### config.mk
export PLATFORM = sky130hd
export DESIGN_NAME = demux_collect_flat
export DESIGN_NICKNAME = d
export VERILOG_FILES = /design/src/rtl/demux_collect_pkg.sv /design/src/rtl/demux_collect_if.sv /design/src/rtl/demux_collect.sv /design/src/flat_wrapper.sv
export SDC_FILE = /design/constraint.sdc
export NUM_CORES = 1
export LEC_CHECK = 0
export CAP_MARGIN = 20
export CELL_PAD_IN_SITES_DETAIL_PLACEMENT = 1
export CELL_PAD_IN_SITES_GLOBAL_PLACEMENT = 1
export CORE_ASPECT_RATIO = 0.6
export CORE_MARGIN = 3
export CORE_UTILIZATION = 33
export DETAILED_ROUTE_END_ITERATION = 10
export MAX_ROUTING_LAYER = met4
export PLACE_DENSITY_LB_ADDON = 0.1
export SLEW_MARGIN = 15
export SYNTH_ARGS = -nofsm -noshare
export SYNTH_HDL_FRONTEND = slang
export SYNTH_SLANG_ARGS = --single-unit
export TNS_END_PERCENT = 1
### constraint.sdc
create_clock -name clk -period 1.6 [get_ports clk]
set_input_delay 0.32 -clock clk [delete_from_list [all_inputs] [get_ports clk]]
set_output_delay 0.32 -clock clk [all_outputs]
set_load 0.1 [all_outputs]
### src/rtl/demux_collect_pkg.sv
// Shared constants and state type for the demux_collect beat distributor.
package demux_pkg;

  localparam int DATA_W = 4;
  localparam int NCH    = 4;
  localparam int SEL_W  = 2;

  typedef enum logic {
    COLLECT = 1'b0,
    HOLD    = 1'b1
  } state_t;

  function automatic logic [NCH-1:0] chan_onehot(input logic [SEL_W-1:0] idx);
    logic [NCH-1:0] v;
    v      = '0;
    v[idx] = 1'b1;
    return v;
  endfunction

endpackage

### src/rtl/demux_collect_if.sv
// Beat input, frame output and handshake bundle for demux_collect.
interface demux_collect_if;
  import demux_pkg::*;

  logic [DATA_W-1:0] din;
  logic              din_valid;
  logic              din_ready;
  logic [SEL_W-1:0]  sel;
  logic              clr;
  logic [DATA_W-1:0] q0;
  logic [DATA_W-1:0] q1;
  logic [DATA_W-1:0] q2;
  logic [DATA_W-1:0] q3;
  logic [NCH-1:0]    q_mask;
  logic              frame_valid;
  logic              frame_ack;

  modport master (
    output din, din_valid, sel, clr, frame_ack,
    input  din_ready, q0, q1, q2, q3, q_mask, frame_valid
  );

  modport slave (
    input  din, din_valid, sel, clr, frame_ack,
    output din_ready, q0, q1, q2, q3, q_mask, frame_valid
  );

endinterface

### src/rtl/demux_collect.sv
// Distributes 4-bit beats into four channel registers and holds the full frame until acked.
// Optional macro DEMUX_AUTO_SEL_EN: destination comes from an internal wrapping pointer instead of sel.
//
// state   | meaning
// COLLECT | accepting beats, filling channels until all four are written
// HOLD    | full frame presented on q0..q3, waiting for frame_ack
module demux_collect
  import demux_pkg::*;
(
  input logic         clk,
  input logic         rstn,
  demux_collect_if.slave bus
);

  state_t            r_state;
  logic [DATA_W-1:0] r_q [NCH];
  logic [NCH-1:0]    r_mask;
  logic              r_frame_valid;

  logic [SEL_W-1:0]  w_dest;
  logic [NCH-1:0]    w_mask_nxt;
  logic              w_accept;

`ifdef DEMUX_AUTO_SEL_EN
  logic [SEL_W-1:0]  r_ptr;
  assign w_dest = r_ptr;
`else
  assign w_dest = bus.sel;
`endif

  // clr wins over a simultaneous beat, so it also blocks acceptance
  assign w_accept   = bus.din_valid && (r_state == COLLECT) && !bus.clr;
  assign w_mask_nxt = r_mask | chan_onehot(w_dest);

  always_ff @(posedge clk or negedge rstn) begin
    if (!rstn) begin
      r_state       <= COLLECT;
      r_mask        <= '0;
      r_frame_valid <= 1'b0;
      for (int i = 0; i < NCH; i++) r_q[i] <= '0;
`ifdef DEMUX_AUTO_SEL_EN
      r_ptr         <= '0;
`endif
    end else if (bus.clr) begin
      r_state       <= COLLECT;
      r_mask        <= '0;
      r_frame_valid <= 1'b0;
      for (int i = 0; i < NCH; i++) r_q[i] <= '0;
`ifdef DEMUX_AUTO_SEL_EN
      r_ptr         <= '0;
`endif
    end else begin
      case (r_state)
        COLLECT: begin
          if (w_accept) begin
            r_q[w_dest] <= bus.din;
            r_mask      <= w_mask_nxt;
`ifdef DEMUX_AUTO_SEL_EN
            r_ptr       <= r_ptr + 1'b1;
`endif
            if (&w_mask_nxt) begin
              r_state       <= HOLD;
              r_frame_valid <= 1'b1;
            end
          end
        end
        HOLD: begin
          if (bus.frame_ack) begin
            r_state       <= COLLECT;
            r_mask        <= '0;
            r_frame_valid <= 1'b0;
`ifdef DEMUX_AUTO_SEL_EN
            r_ptr         <= '0;
`endif
          end
        end
        default: r_state <= COLLECT;
      endcase
    end
  end

  assign bus.din_ready   = (r_state == COLLECT);
  assign bus.q0          = r_q[0];
  assign bus.q1          = r_q[1];
  assign bus.q2          = r_q[2];
  assign bus.q3          = r_q[3];
  assign bus.q_mask      = r_mask;
  assign bus.frame_valid = r_frame_valid;

endmodule
### src/flat_wrapper.sv
// flat-port wrapper written by rule: the top's interface ports become plain ports
module demux_collect_flat import demux_pkg::*;
  (clk, rstn, bus_din, bus_din_valid, bus_sel, bus_clr, bus_frame_ack, bus_din_ready, bus_q0, bus_q1, bus_q2, bus_q3, bus_q_mask, bus_frame_valid);
  demux_collect_if bus_i ();
  input logic clk;
  input logic rstn;
  input wire logic [$bits(bus_i.din)-1:0] bus_din;
  input wire logic [$bits(bus_i.din_valid)-1:0] bus_din_valid;
  input wire logic [$bits(bus_i.sel)-1:0] bus_sel;
  input wire logic [$bits(bus_i.clr)-1:0] bus_clr;
  input wire logic [$bits(bus_i.frame_ack)-1:0] bus_frame_ack;
  output wire logic [$bits(bus_i.din_ready)-1:0] bus_din_ready;
  output wire logic [$bits(bus_i.q0)-1:0] bus_q0;
  output wire logic [$bits(bus_i.q1)-1:0] bus_q1;
  output wire logic [$bits(bus_i.q2)-1:0] bus_q2;
  output wire logic [$bits(bus_i.q3)-1:0] bus_q3;
  output wire logic [$bits(bus_i.q_mask)-1:0] bus_q_mask;
  output wire logic [$bits(bus_i.frame_valid)-1:0] bus_frame_valid;
  assign bus_i.din = bus_din;
  assign bus_i.din_valid = bus_din_valid;
  assign bus_i.sel = bus_sel;
  assign bus_i.clr = bus_clr;
  assign bus_i.frame_ack = bus_frame_ack;
  assign bus_din_ready = bus_i.din_ready;
  assign bus_q0 = bus_i.q0;
  assign bus_q1 = bus_i.q1;
  assign bus_q2 = bus_i.q2;
  assign bus_q3 = bus_i.q3;
  assign bus_q_mask = bus_i.q_mask;
  assign bus_frame_valid = bus_i.frame_valid;
  demux_collect u_core (.clk(clk), .rstn(rstn), .bus(bus_i));
endmodule
==> metrics.md <==
| Metric | Value |
|---|---|
| Avg Inst Size Synth | between 10 and 15 um2 |
| Outcome | completed |
| CTS H-Tree Depth | 1 |
| Met1 usage | roughly 23% |
| Yosys Warn Count | 0 |
| Post-synthesis sequential area ratio | a little under three fifths |
| Slew @ Worst Pin | 0.412 ns |
| CTS tree | built |
| IO Port Bufs | 32 |
| R2R setup slack | approximately 0.14 ns |
| Fmax achieved | 0.646 GHz |
| CP max FO | 6 |
| DIE AREA | between 3000 and 4000 um2 |
| Antenna violations before repair | 0 |
| Overall power | 1.27 mW |
| Clock Latency Late Sink | around 0.26 ns |
| DR vias | about 760 |
| Final-report setup violation count | 0 |
| Synth cell types | 18 |
| Final HPWL DP | 2.10 mm |
| Area Overhead vs Synth | 69.5% |
| Final Cycle Share | between 90% and 100% |
| Min Tclk post-route | 1.55 ns |
| Post-route ant nets | 0 |
| CP startpoint kind | primary input |
| Power Density | between 700 and 800 nW/um2 |
| Drt drc | 0 |
| Cells after Synth | 83 |
| Placer congestion estimate | between 0.7 and 0.8 |
| Die H | roughly 48 um |
| Post-DR vias/cell | 4.95 |
| First-pass GRT wire length | roughly 4.4 mm |
| Static leakage | about 0.74 nW |
| Final Net Count | ~140 |
| Crit end category | flop |
| #FFs+latches synth | 22 |
| Max VDD drop | approximately 700 uV |
| Top Usage Layer GRT | met2 |
| GRT Residual Overflow | 0 |
| Clock buffer depth | 2 |
| Seq. cell area | between 500 and 600 um2 |
| Avg WL per Cell | roughly 17 um |
| Total GRT Usage | roughly 18% |
| Met3 GRT Util | ~5.5% |
| Util after Layout | 61.9% |
| Number of I/O pins | 33 |
| DR pass1 iterations | 4 |
| Share of cells above drive strength 1 | between 20 and 30% |
| Site Rows | 14 |
| Reg2reg path depth | 4 |
| Inst Count DP | around 150 |
| Clock-pin slew on the worst setup and hold paths | roughly 0.08 ns |
| Sink Count | 22 |
| Worst reg2reg endpoint | u_core.bus.q1[1] |
| Worst Path Required | 1.74 ns |
| # resized after CTS | 0 |
| Clock Tree Root | clkbuf_8 |
| Clk_skew | between 0.004 and 0.005 ns |
| Multi-input logic area | approximately 380 um2 |
| Maxcap violations | 0 |
| DIE WIDTH | 75.6 um |
| ANT cells | 0 |
| Cell Area, Placed | around 1600 um2 |
| Fin area | about 1600 um2 |
| # fillers | approximately 270 |
| WL final | about 2.6 mm |
| Iter 0 DRT Violations | 38 |
| Unrepaired setup endpoints after global routing | no |
| Setup Fix Bufs, Post-CTS | 0 |
| M2 GR Usage | about 28% |
| Inserted Clock Buffers | 3 |
| Synthesized area | approximately 960 um2 |
| Slew margin rel. | 72.5% |
| Vias in the first global route | 815 |
| Hold_buf cts | 0 |
| Mapped Nets | 94 |
| Initial core utilization | 36.5% |
| Max-slew violations | 0 |
| Post-route insts no fill | roughly 150 |
| Crit path kind | in2reg |
| Largest net degree at the start of global routing | 23 |
| Final hold slack | 0.411 ns |
| R2R Path Start | u_core.r_state |
| CP Data Arrival Time | about 1.7 ns |
| Core box area | around 2600 um2 |
| Final hold viol count | 0 |
| Worst hold-check path type | in2async |
power by group:
group,switching [mW],internal [mW]
Combinational,0.204,0.131
Clock,0.168,0.168
Sequential,0.0242,0.574
Total,0.397,0.872
cells by family after synthesis:
logic type	Yosys count	share of synthesized area, %
simple gates	27	15.4
flops	22	57.4
mux	17	17.7
compound gates	9	6.00
buf+inv	8	3.52
layout make-up:
cell class                 instances  share of cell area, %
timing repair buffer              41                   37.4
sequential                        22                   33.8
multi-input combinational         53                   23.1
clock buffer                       3                   2.54
tap                               32                   2.46
inverter                           3                  0.692
critical path: stages:
cell	delay, ns
clkdlybuf4s50_1	0.61
and3b_1	0.43
mux2i_1	0.27
nor2_1	0.06
cell usage after synthesis:
cell type	number	area, um2
nor2b_4	1	13.8
and3b_1	2	17.5
inv_1	3	11.3
nand3b_1	1	7.51
nand2b_1	2	12.5
mux2i_1	17	170
buf_2	3	15.0
a21oi_1	3	15.0
dfrtp_1	22	551
buf_1	1	3.75
clkbuf_1	1	3.75
nor3b_4	1	18.8
nor2_1	17	63.8
o21a_1	3	22.5
a21boi_0	2	15.0
nand2_1	1	3.75
nand3_1	2	10.0
o21ai_0	1	5.00
worst max-delay path by stage:
stage | from | endpoint | slack, ns | cells past startpoint
3_3_place_gp | bus_din_valid | u_core.bus.q1[1] | -0.16 | 5
5_1_grt | bus_din_valid | u_core.bus.q1[1] | 0.0009 | 5
6_report | bus_sel[0] | u_core.bus.q1[1] | 0.05 | 4
3_5_place_dp | bus_din_valid | u_core.bus.q1[1] | -0.22 | 5
4_1_cts | bus_din_valid | u_core.bus.q1[1] | 0.05 | 5
2_1_floorplan | u_core.bus.q_mask[1] | u_core.bus.frame_valid | 0.06 | 4
registers in the layout (all words and copies together) (netlist names):
register,count
u_core.bus.q3,4
u_core.bus.q0,4
u_core.bus.frame_valid,1
u_core.bus.q_mask,4
u_core.bus.q1,4
u_core.r_state,1
u_core.bus.q2,4
stage by stage:
| stage | TNS, ns | worst slack [ns] |
|---|---|---|
| after CTS | 0 | 0.0476 |
| after detailed placement | -1.98 | -0.225 |
| after global placement | -1.23 | -0.162 |
| final | 0 | 0.0519 |
| after global routing | 0 | 0.000934 |
| after floorplan | 0 | 0.0576 |
per-layer routing:
layer	up-vias	part of all wire (%)
met1	384	45
li1	355	-
met2	23	49
met4	0	0
met3	0	6.2
met5	-	0
layout by cell type (no fill, tap or decap), types with 3 or more instances in the layout:
| cell | n |
|---|---|
| buf_12 | 22 |
| dfrtp_1 | 22 |
| nor2_1 | 17 |
| inv_1 | 3 |
| clkdlybuf4s50_1 | 10 |
| mux2i_1 | 17 |
| buf_4 | 9 |
| clkbuf_8 | 3 |
| a21oi_1 | 3 |
| o21a_1 | 3 |
Note: power is estimated with default switching activity, not from simulation.
